--- config.mk ---
export PLATFORM = sky130hd
export DESIGN_NAME = e1ofn_rtl_bridge_flat
export DESIGN_NICKNAME = d
export VERILOG_FILES = /design/src/rtl/e1ofn_rtl_bridge_if.sv /design/src/rtl/e1ofn_rtl_bridge.sv /design/src/flat_wrapper.sv
export SDC_FILE = /design/constraint.sdc
export NUM_CORES = 1
export LEC_CHECK = 0
export BUFFER_PORTS_ARGS = -buffer_cell sky130_fd_sc_hd__buf_2
export CAP_MARGIN = 20
export CORE_MARGIN = 5
export CORE_UTILIZATION = 51
export DETAILED_ROUTE_END_ITERATION = 16
export GPL_TIMING_DRIVEN = 0
export PLACE_DENSITY_LB_ADDON = 0.25
export SLEW_MARGIN = 20
export SYNTH_ARGS = -nofsm -noshare
export SYNTH_HDL_FRONTEND = slang
export SYNTH_SLANG_ARGS = --single-unit
--- constraint.sdc ---
create_clock -name CLK -period 1.96 [get_ports CLK]
set_input_delay 0 -clock CLK [delete_from_list [all_inputs] [get_ports CLK]]
set_output_delay 0 -clock CLK [all_outputs]
set_load 0.1 [all_outputs]
--- src/rtl/e1ofn_rtl_bridge_if.sv ---
// Channel bundle for e1ofn_rtl_bridge: the QDI e1ofN rails on both sides plus the RTL valid/ready ports.
// master = bridge side, slave = environment (channel peers and RTL logic).
interface e1ofn_rtl_bridge_if #(
   parameter int M = 9,
   parameter int N = 2
);
   localparam int L = $clog2(N);
   localparam int W = M * L;

   logic [M*N-1:0] in_rails;
   logic           in_e;
   logic [W-1:0]   rx_data;
   logic           rx_valid;
   logic           rx_ready;
   logic [W-1:0]   tx_data;
   logic           tx_valid;
   logic           tx_ready;
   logic [M*N-1:0] out_rails;
   logic           out_e;
   logic           err;

   modport master (
      input  in_rails,
      output in_e,
      output rx_data,
      output rx_valid,
      input  rx_ready,
      input  tx_data,
      input  tx_valid,
      output tx_ready,
      output out_rails,
      input  out_e,
      output err
   );

   modport slave (
      output in_rails,
      input  in_e,
      input  rx_data,
      input  rx_valid,
      output rx_ready,
      output tx_data,
      output tx_valid,
      input  tx_ready,
      input  out_rails,
      output out_e,
      input  err
   );
endinterface

--- src/rtl/e1ofn_rtl_bridge.sv ---
// Bidirectional e1ofN <-> valid/ready bridge; RX decodes 1-of-N tokens, TX encodes words into tokens.
// Define E1OFN_BRIDGE_SYNC_EN to use 2-flop synchronizers on in_rails and out_e instead of one sample flop.
module e1ofn_rtl_bridge #(
   parameter int M = 9,
   parameter int N = 2
) (
   input  logic               CLK,
   input  logic               _RESET,
   e1ofn_rtl_bridge_if.master bus
);
   localparam int L  = $clog2(N);
   localparam int W  = M * L;
   localparam int MN = M * N;
   localparam logic [N-1:0] ONE_N = {{(N-1){1'b0}}, 1'b1};

   typedef enum logic [1:0] {RX_IDLE, RX_FULL, RX_NEUTRAL} rx_state_t;
   typedef enum logic [1:0] {TX_IDLE, TX_DATA, TX_RESET} tx_state_t;

   logic [MN-1:0] r_in_rails_s;
   logic          r_out_e_s;

`ifdef E1OFN_BRIDGE_SYNC_EN
   logic [MN-1:0] r_in_rails_m;
   logic          r_out_e_m;

   always_ff @(posedge CLK or negedge _RESET) begin
      if (!_RESET) begin
         r_in_rails_m <= '0;
         r_in_rails_s <= '0;
         r_out_e_m    <= 1'b0;
         r_out_e_s    <= 1'b0;
      end else begin
         r_in_rails_m <= bus.in_rails;
         r_in_rails_s <= r_in_rails_m;
         r_out_e_m    <= bus.out_e;
         r_out_e_s    <= r_out_e_m;
      end
   end
`else
   always_ff @(posedge CLK or negedge _RESET) begin
      if (!_RESET) begin
         r_in_rails_s <= '0;
         r_out_e_s    <= 1'b0;
      end else begin
         r_in_rails_s <= bus.in_rails;
         r_out_e_s    <= bus.out_e;
      end
   end
`endif

   // Per-digit decode of sampled RX rails and one-hot encode of tx_data.
   logic [M-1:0]  w_dig_one;
   logic [M-1:0]  w_dig_multi;
   logic [W-1:0]  w_rx_word;
   logic [MN-1:0] w_tx_code;

   genvar gi;
   generate
      for (gi = 0; gi < M; gi++) begin : g_digit
         logic [N-1:0] w_rails;
         logic [L-1:0] w_dig_val;

         assign w_rails          = r_in_rails_s[gi*N +: N];
         assign w_dig_one[gi]    = (w_rails != '0) && ((w_rails & (w_rails - ONE_N)) == '0);
         assign w_dig_multi[gi]  = (w_rails & (w_rails - ONE_N)) != '0;
         assign w_rx_word[gi*L +: L] = w_dig_val;
         assign w_tx_code[gi*N +: N] = ONE_N << bus.tx_data[gi*L +: L];

         always_comb begin
            w_dig_val = '0;
            for (int k = 0; k < N; k++) begin
               if (w_rails[k]) begin
                  w_dig_val = w_dig_val | L'(k);
               end
            end
         end
      end
   endgenerate

   logic w_complete;
   logic w_neutral;
   logic w_multi;

   assign w_complete = &w_dig_one;
   assign w_neutral  = (r_in_rails_s == '0);
   assign w_multi    = |w_dig_multi;

   // ---------------- RX FSM ----------------
   rx_state_t    r_rx_state;
   rx_state_t    w_rx_state_next;
   logic         r_in_e;
   logic         w_in_e_next;
   logic         r_rx_valid;
   logic         w_rx_valid_next;
   logic [W-1:0] r_rx_data;
   logic [W-1:0] w_rx_data_next;
   logic         r_err;
   logic         w_err_next;
   logic         w_rx_hs;

   assign w_rx_hs = r_rx_valid && bus.rx_ready;

   always_ff @(posedge CLK or negedge _RESET) begin
      if (!_RESET) begin
         r_rx_state <= RX_IDLE;
         r_in_e     <= 1'b1;
         r_rx_valid <= 1'b0;
         r_rx_data  <= '0;
         r_err      <= 1'b0;
      end else begin
         r_rx_state <= w_rx_state_next;
         r_in_e     <= w_in_e_next;
         r_rx_valid <= w_rx_valid_next;
         r_rx_data  <= w_rx_data_next;
         r_err      <= w_err_next;
      end
   end

   always_comb begin
      w_rx_state_next = r_rx_state;
      case (r_rx_state)
         RX_IDLE:    if (w_complete) w_rx_state_next = RX_FULL;
         RX_FULL:    if (w_rx_hs)    w_rx_state_next = w_neutral ? RX_IDLE : RX_NEUTRAL;
         RX_NEUTRAL: if (w_neutral)  w_rx_state_next = RX_IDLE;
         default:                    w_rx_state_next = RX_IDLE;
      endcase
   end

   // Multi-hot digits only count as errors while waiting for a token.
   always_comb begin
      w_in_e_next     = r_in_e;
      w_rx_valid_next = r_rx_valid;
      w_rx_data_next  = r_rx_data;
      w_err_next      = r_err | ((r_rx_state == RX_IDLE) && w_multi);
      case (r_rx_state)
         RX_IDLE: begin
            w_in_e_next = 1'b1;
            if (w_complete) begin
               w_rx_data_next  = w_rx_word;
               w_rx_valid_next = 1'b1;
               w_in_e_next     = 1'b0;
            end
         end
         RX_FULL: begin
            if (w_rx_hs) begin
               w_rx_valid_next = 1'b0;
               w_in_e_next     = w_neutral;
            end
         end
         RX_NEUTRAL: begin
            if (w_neutral) w_in_e_next = 1'b1;
         end
         default: begin
            w_in_e_next     = 1'b1;
            w_rx_valid_next = 1'b0;
         end
      endcase
   end

   assign bus.in_e     = r_in_e;
   assign bus.rx_valid = r_rx_valid;
   assign bus.rx_data  = r_rx_data;
   assign bus.err      = r_err;

   // ---------------- TX FSM ----------------
   tx_state_t     r_tx_state;
   tx_state_t     w_tx_state_next;
   logic [MN-1:0] r_out_rails;
   logic [MN-1:0] w_out_rails_next;
   logic          w_tx_ready;
   logic          w_tx_accept;

   assign w_tx_ready  = (r_tx_state == TX_IDLE) && r_out_e_s;
   assign w_tx_accept = bus.tx_valid && w_tx_ready;

   always_ff @(posedge CLK or negedge _RESET) begin
      if (!_RESET) begin
         r_tx_state  <= TX_IDLE;
         r_out_rails <= '0;
      end else begin
         r_tx_state  <= w_tx_state_next;
         r_out_rails <= w_out_rails_next;
      end
   end

   always_comb begin
      w_tx_state_next = r_tx_state;
      case (r_tx_state)
         TX_IDLE:  if (w_tx_accept) w_tx_state_next = TX_DATA;
         TX_DATA:  if (!r_out_e_s)  w_tx_state_next = TX_RESET;
         TX_RESET: if (r_out_e_s)   w_tx_state_next = TX_IDLE;
         default:                   w_tx_state_next = TX_IDLE;
      endcase
   end

   // Rails only move code->neutral or neutral->code, never code->code.
   always_comb begin
      w_out_rails_next = r_out_rails;
      case (r_tx_state)
         TX_IDLE:  if (w_tx_accept) w_out_rails_next = w_tx_code;
         TX_DATA:  if (!r_out_e_s)  w_out_rails_next = '0;
         TX_RESET:                  w_out_rails_next = '0;
         default:                   w_out_rails_next = '0;
      endcase
   end

   assign bus.tx_ready  = w_tx_ready;
   assign bus.out_rails = r_out_rails;
endmodule

--- src/flat_wrapper.sv ---
// flat-port wrapper written by rule: the top's interface ports become plain ports
module e1ofn_rtl_bridge_flat 
#(
   parameter int M = 9,
   parameter int N = 2
)
  (CLK, _RESET, bus_in_rails, bus_in_e, bus_rx_data, bus_rx_valid, bus_rx_ready, bus_tx_data, bus_tx_valid, bus_tx_ready, bus_out_rails, bus_out_e, bus_err);
  e1ofn_rtl_bridge_if #(.M(M), .N(N)) bus_i ();
  input  logic CLK;
  input  logic _RESET;
  input wire logic [$bits(bus_i.in_rails)-1:0] bus_in_rails;
  output wire logic [$bits(bus_i.in_e)-1:0] bus_in_e;
  output wire logic [$bits(bus_i.rx_data)-1:0] bus_rx_data;
  output wire logic [$bits(bus_i.rx_valid)-1:0] bus_rx_valid;
  input wire logic [$bits(bus_i.rx_ready)-1:0] bus_rx_ready;
  input wire logic [$bits(bus_i.tx_data)-1:0] bus_tx_data;
  input wire logic [$bits(bus_i.tx_valid)-1:0] bus_tx_valid;
  output wire logic [$bits(bus_i.tx_ready)-1:0] bus_tx_ready;
  output wire logic [$bits(bus_i.out_rails)-1:0] bus_out_rails;
  input wire logic [$bits(bus_i.out_e)-1:0] bus_out_e;
  output wire logic [$bits(bus_i.err)-1:0] bus_err;
  assign bus_i.in_rails = bus_in_rails;
  assign bus_in_e = bus_i.in_e;
  assign bus_rx_data = bus_i.rx_data;
  assign bus_rx_valid = bus_i.rx_valid;
  assign bus_i.rx_ready = bus_rx_ready;
  assign bus_i.tx_data = bus_tx_data;
  assign bus_i.tx_valid = bus_tx_valid;
  assign bus_tx_ready = bus_i.tx_ready;
  assign bus_out_rails = bus_i.out_rails;
  assign bus_i.out_e = bus_out_e;
  assign bus_err = bus_i.err;
  e1ofn_rtl_bridge #(.M(M), .N(N)) u_core (.CLK(CLK), ._RESET(_RESET), .bus(bus_i));
endmodule
* Word level (Yosys, flattened, before mapping) *
Index checks and enable logic that the tools add are counted.

storage, ports and cells
  logic and storage cells = 127
  output and inout port bits = 31
  input port bits = 32
  register bits after elaboration = 53

operators by class
  shift-type cells = 9
  reductions and logical operators = 51
  equal/unequal tests = 10
  multiplexer cells = 28
  bitwise operators = 11
  add/subtract/negate cells = 9

operators with widths
  kind                   count
  $mux W18               2
  $pmux W18 S2           1
  $reduce_bool A2 Y1     18
  $logic_not A2 Y1       11
  $and A2 B2 Y2          9
  $logic_not A18 Y1      1
  $shl A1 B1 Y2 const A  9
  $sub A2 B1 Y2 const B  9
  $mux W1                14
  $mux W2                7
  $logic_and A1 B1 Y1    13
  $pmux W2 S3            2
  $ne A2 B1 Y1 const B   5
  $reduce_and A10 Y1     1
  $reduce_and A3 Y1      3
  $reduce_and A9 Y1      1
  $reduce_or A9 Y1       1
  $pmux W1 S3            2
  $eq A2 B1 Y1 const B   2
  $eq A2 B2 Y1 const B   2
  $reduce_and A2 Y1      2
  $ne A2 B2 Y1 const B   1
  $not A1 Y1             1
  $or A1 B1 Y1           1

* Depth between registers and ports, before layout *
  depth after elaboration = 7
  depth in mapped cells = 6
  mapped depth without buffers = 5

* Worst setup path before layout *
No wires, ideal clock.

  path type = register to register
  start point = register u_core.r_rx_valid, in the netlist u_core.bus.rx_valid
  end point = register u_core.r_in_e, in the netlist u_core.bus.in_e
  slack = 0.112 ns
  setup time = 0.098 ns
  arrival time = 1.750 ns
  clock period less this slack = 1.848 ns
  data required time = 1.862 ns
  cell stages (with the launch flop) = 4
  path buffers = 0
  cell sequence = dfrtp_1 nand4_1 or4_1 a221oi_1

between the ends
  word-level cells in the longest chain between the ends = 3

RTL lines
  what                         RTL line                 RTL
  start, declared              e1ofn_rtl_bridge.sv:93   logic r_rx_valid;
  start signal, assigned       e1ofn_rtl_bridge.sv:113  r_rx_valid <= w_rx_valid_next;
  $logic_and A1 B1 Y1          e1ofn_rtl_bridge.sv:101  assign w_rx_hs = r_rx_valid && bus.rx_ready;
  $ne A2 B1 Y1 (no line)       --
  $reduce_and A2 Y1 (no line)  --
  end signal, assigned         e1ofn_rtl_bridge.sv:112  r_in_e <= w_in_e_next;
  end, declared                e1ofn_rtl_bridge.sv:91   logic r_in_e;

Every way passes these cells.
A chain may end at the register's enable or synchronous reset.

* Worst setup path in the final report *
  start point = register u_core.r_in_rails_s[15]
  end point = register u_core.r_rx_data[5], in the netlist u_core.bus.rx_data[5]

between the ends
  word-level cells in the longest chain between the ends = 5
  elaborated cells between the ends (all ways) = 6
  those cells by class = add/sub (1); bitwise (1); reduce/logical (4)

RTL lines
  what                              RTL line                 RTL
  start, declared                   e1ofn_rtl_bridge.sv:19   logic [MN-1:0] r_in_rails_s;
  start signal, assigned            e1ofn_rtl_bridge.sv:45   r_in_rails_s <= bus.in_rails;
  $sub A2 B1 Y2                     e1ofn_rtl_bridge.sv:64   assign w_dig_one[gi] = (w_rails != '0) && ((w_rails & (w_rails - ONE_N)) == '0);
  $and A2 B2 Y2                     e1ofn_rtl_bridge.sv:64
  $logic_not A2 Y1                  e1ofn_rtl_bridge.sv:64
  $logic_and A1 B1 Y1 (*)           e1ofn_rtl_bridge.sv:64
  $reduce_and A10 Y1 (no line) (*)  --
  end signal, assigned              e1ofn_rtl_bridge.sv:114  r_rx_data <= w_rx_data_next;
  end, declared                     e1ofn_rtl_bridge.sv:95   logic [W-1:0] r_rx_data;

Mark *: on every way between the ends. The rest lies on a longest branch, timed or not.

==> run summary <==
Tightest Pin Transition -> 0.6426 ns
Slew Viols, Final -> 0
Critical Path Sink Type -> flip-flop
Yosys cell types -> 34
setup TNS -> 0 ns
end point of the critical path -> u_core.bus.rx_data[5]
H-tree depth -> 2
Antenna diodes -> 0
average routed wire per standard cell -> 13.01 microns
dpl ws -> 0.008006 ns
Final WS setup -> 0.1271 ns
worst min-delay path category -> primary input to flip-flop
Post-Synthesis Cells -> 186
R2R Path Start -> u_core.r_in_rails_s[15]
Int Power -> 1935 uW
fmax -> 545.6 MHz
vias per cell -> 4.705
commonest non-fill, non-tap cells in the layout -> 61 x buf_2, 52 x dfrtp_1, 30 x dlygate4sd3_1
largest net degree at the start of global routing -> 54
Site Rows -> 24
Arr. time, crit path -> 2.02 ns
Final Setup Violations -> 0
Setup CP Type -> flip-flop to flip-flop
post-synthesis async set-or-reset flop share -> 100.0%
Num Clock Sinks -> 53
drt pass-1 iters -> 4
worst-path cell chain -> inv_1 -> ha_1 -> nand3_1 -> nor4_4 -> buf_6 -> mux2_1
Worst setup SP type -> flip-flop
Clock transition at path regs -> 0.09 ns
GP Congestion -> 0.7873
Crit. Startpoint -> u_core.r_in_rails_s[15]
worst reg2reg endpoint -> u_core.bus.rx_data[5]
Clock Tree Root -> clkbuf_8
Worst path max stage delay -> 0.39 ns
layout overhead on the synthesized area -> 35.15%
Antenna Nets Post-Route -> 0
Combinational Power Share -> 40.4%
port bufs -> 62
prevailing post-synth register cell -> dfrtp_1
commonest non-fill, non-tap cell in the layout -> buf_2
first-pass GRT wire length -> 7.893 mm
mapped cell area -> 2300 sq um
Syn. warnings -> 0
post-synthesis register bit count -> 53
Final Critical Period -> 1.833 ns
GR Overflow Total -> 0
sw frac -> 44.28%
Crit path required time -> 2.15 ns
Hold WS -> 0.04762 ns
fin crit share -> 93.51%
fin nets -> 336
pwr dens -> 1117 nW/um^2
Leak Pwr -> 0.001709 uW
CTS tree -> built
DPL Wire Length -> 3.010 mm
max_slew headroom -> 57.16%
via count -> 1595
worst vdd ir -> 673.9 uV
CP max stage cell -> dfrtp_1
power share of the clock group -> 21.9%
Die H -> 77.15 microns
initial DRC count -> 84
Psw -> 1537 uW
r2r setup slk -> 0.13 ns
final WL -> 4.412 mm
Initial Utilization -> 52.82%
Ports -> 63
Tot GR Track Use -> 16.42%
post-synthesis sequential area ratio -> 57.73%
drt drc -> 0
RSZ-0062 raised after global routing -> no
post-layout util -> 71.38%
synthesized area per cell -> 12.36 sq um
R2R depth -> 6
share of cells above drive strength 1 -> 29.97%
max_cap viols -> 0
antenna violations before repair -> 0
clock latency on the worst-skew pair -> 0.31 ns
Syn Nets -> 236
CP max FO -> 10
number of global-route vias before repair -> 1685
die area -> 5952 sq um
Num CTS Buffers -> 5
run status -> finished, final reports clean
EDFF count, synth -> 0
CORE AREA -> 4354 sq um
Die Width -> 77.15 microns
register share of total power -> 37.7%
Hold Fails Final Rpt -> 0
worst-case clock buffer depth -> 2
clk_skew -> 0.004883 ns
## repair_timing
item                                    in CTS  in global routing
endpoints found under the hold margin       81                  0
hold buffers                                30                  0
pin swaps                                    0                  1
buffers inserted                             0                  1
endpoints found under the setup margin       2                  7
gates resized for setup                      2                  0
cloned                                       0                  0
## worst max-delay path: cells and delay by family (launching register included)
kind / cells / cell delay (ns)
adder cells (fa/ha/maj): 1 / 0.27
AND/OR/NAND/NOR: 2 / 0.45
multiplexers: 1 / 0.34
flip-flops: 1 / 0.39
buffers and inverters: 2 / 0.26
## power groups by stage
stage	Sequential (uW)	Clock [uW]	Combinational, uW
after floorplan	2190	0	263
after global placement	1330	0	1360
after detailed placement	1330	0	1370
after CTS	1310	786	1420
after global routing	1330	836	1480
final	1310	759	1400
## cells by family after synthesis
family / after synthesis / share of synthesized area (%)
DFF: 53 / 57.73
adders and majority gates: 18 / 9.793
and+or+nand+nor: 47 / 11.05
AOI/OAI and AO/OA: 8 / 2.449
xor gates and xnor gates: 1 / 0.3809
muxes: 27 / 12.73
buffers and inverters: 32 / 5.876
## through the flow
stage          std cells  total power, uW  cell area [sq um]
6_report             339             3472               3108
5_1_grt              339             3643               3108
4_1_cts              338             3514               3100
3_5_place_dp         300             2700               2678
3_3_place_gp         300             2684               2675
2_1_floorplan        186             2450               2300
## Yosys cell counts (all sizes together) (2+ instances only)
library cell  instances  area share [%]
nand3                 2            0.44
inv                  29             4.7
nor2                 14             2.3
nand4                 3            0.82
nand2                12             2.0
nor2b                 2            0.54
nor3                  3             1.1
ha                   18             9.8
or2                   4             1.1
mux2                 18             8.8
buf                   2            0.98
a21oi                 2            0.44
dfrtp                52              57
mux2i                 9             3.9
nor4                  2             1.2
## worst min-delay path by stage
stage,endpoint,start,cells after the start,slack (ns)
2_1_floorplan,u_core.bus.err,_RESET,0,-0.30
6_report,u_core.r_rx_state[0],bus_rx_ready,3,0.05
5_1_grt,u_core.r_rx_state[0],bus_rx_ready,3,0.07
3_5_place_dp,u_core.r_in_rails_s[13],_RESET,1,0.08
3_3_place_gp,u_core.r_in_rails_s[1],bus_in_rails[1],1,0.11
4_1_cts,u_core.r_rx_state[0],bus_rx_ready,3,0.04
## area by class of cell
class	count	area [sq um]
Tap cell	52	65.06
Multi-Input combinational cell	101	839.6
Sequential cell	53	1328
Fill cell	314	1246
Timing Repair Buffer	93	620.6
Buffer	3	30.03
Inverter	29	108.9
Clock inverter	1	30.03
Clock buffer	7	86.33
## registers in the layout (all words and copies together) (netlist names)
register and count:
u_core.r_tx_state 2, u_core.bus.rx_valid 1, u_core.r_rx_state 2, u_core.bus.out_rails 18, u_core.bus.rx_data 9, u_core.r_in_rails_s 18, u_core.bus.err 1, u_core.bus.in_e 1
u_core.r_out_e_s 1
## routing by layer
layer	part of all wire (%)	GRT usage (%)	wire [microns]
met1	44	21.12	1920
met2	49	26.60	2150
met3	6.6	5.504	293
met4	1.1	4.124	48
met5	0	0	0
Note: power is estimated with default switching activity, not from simulation.
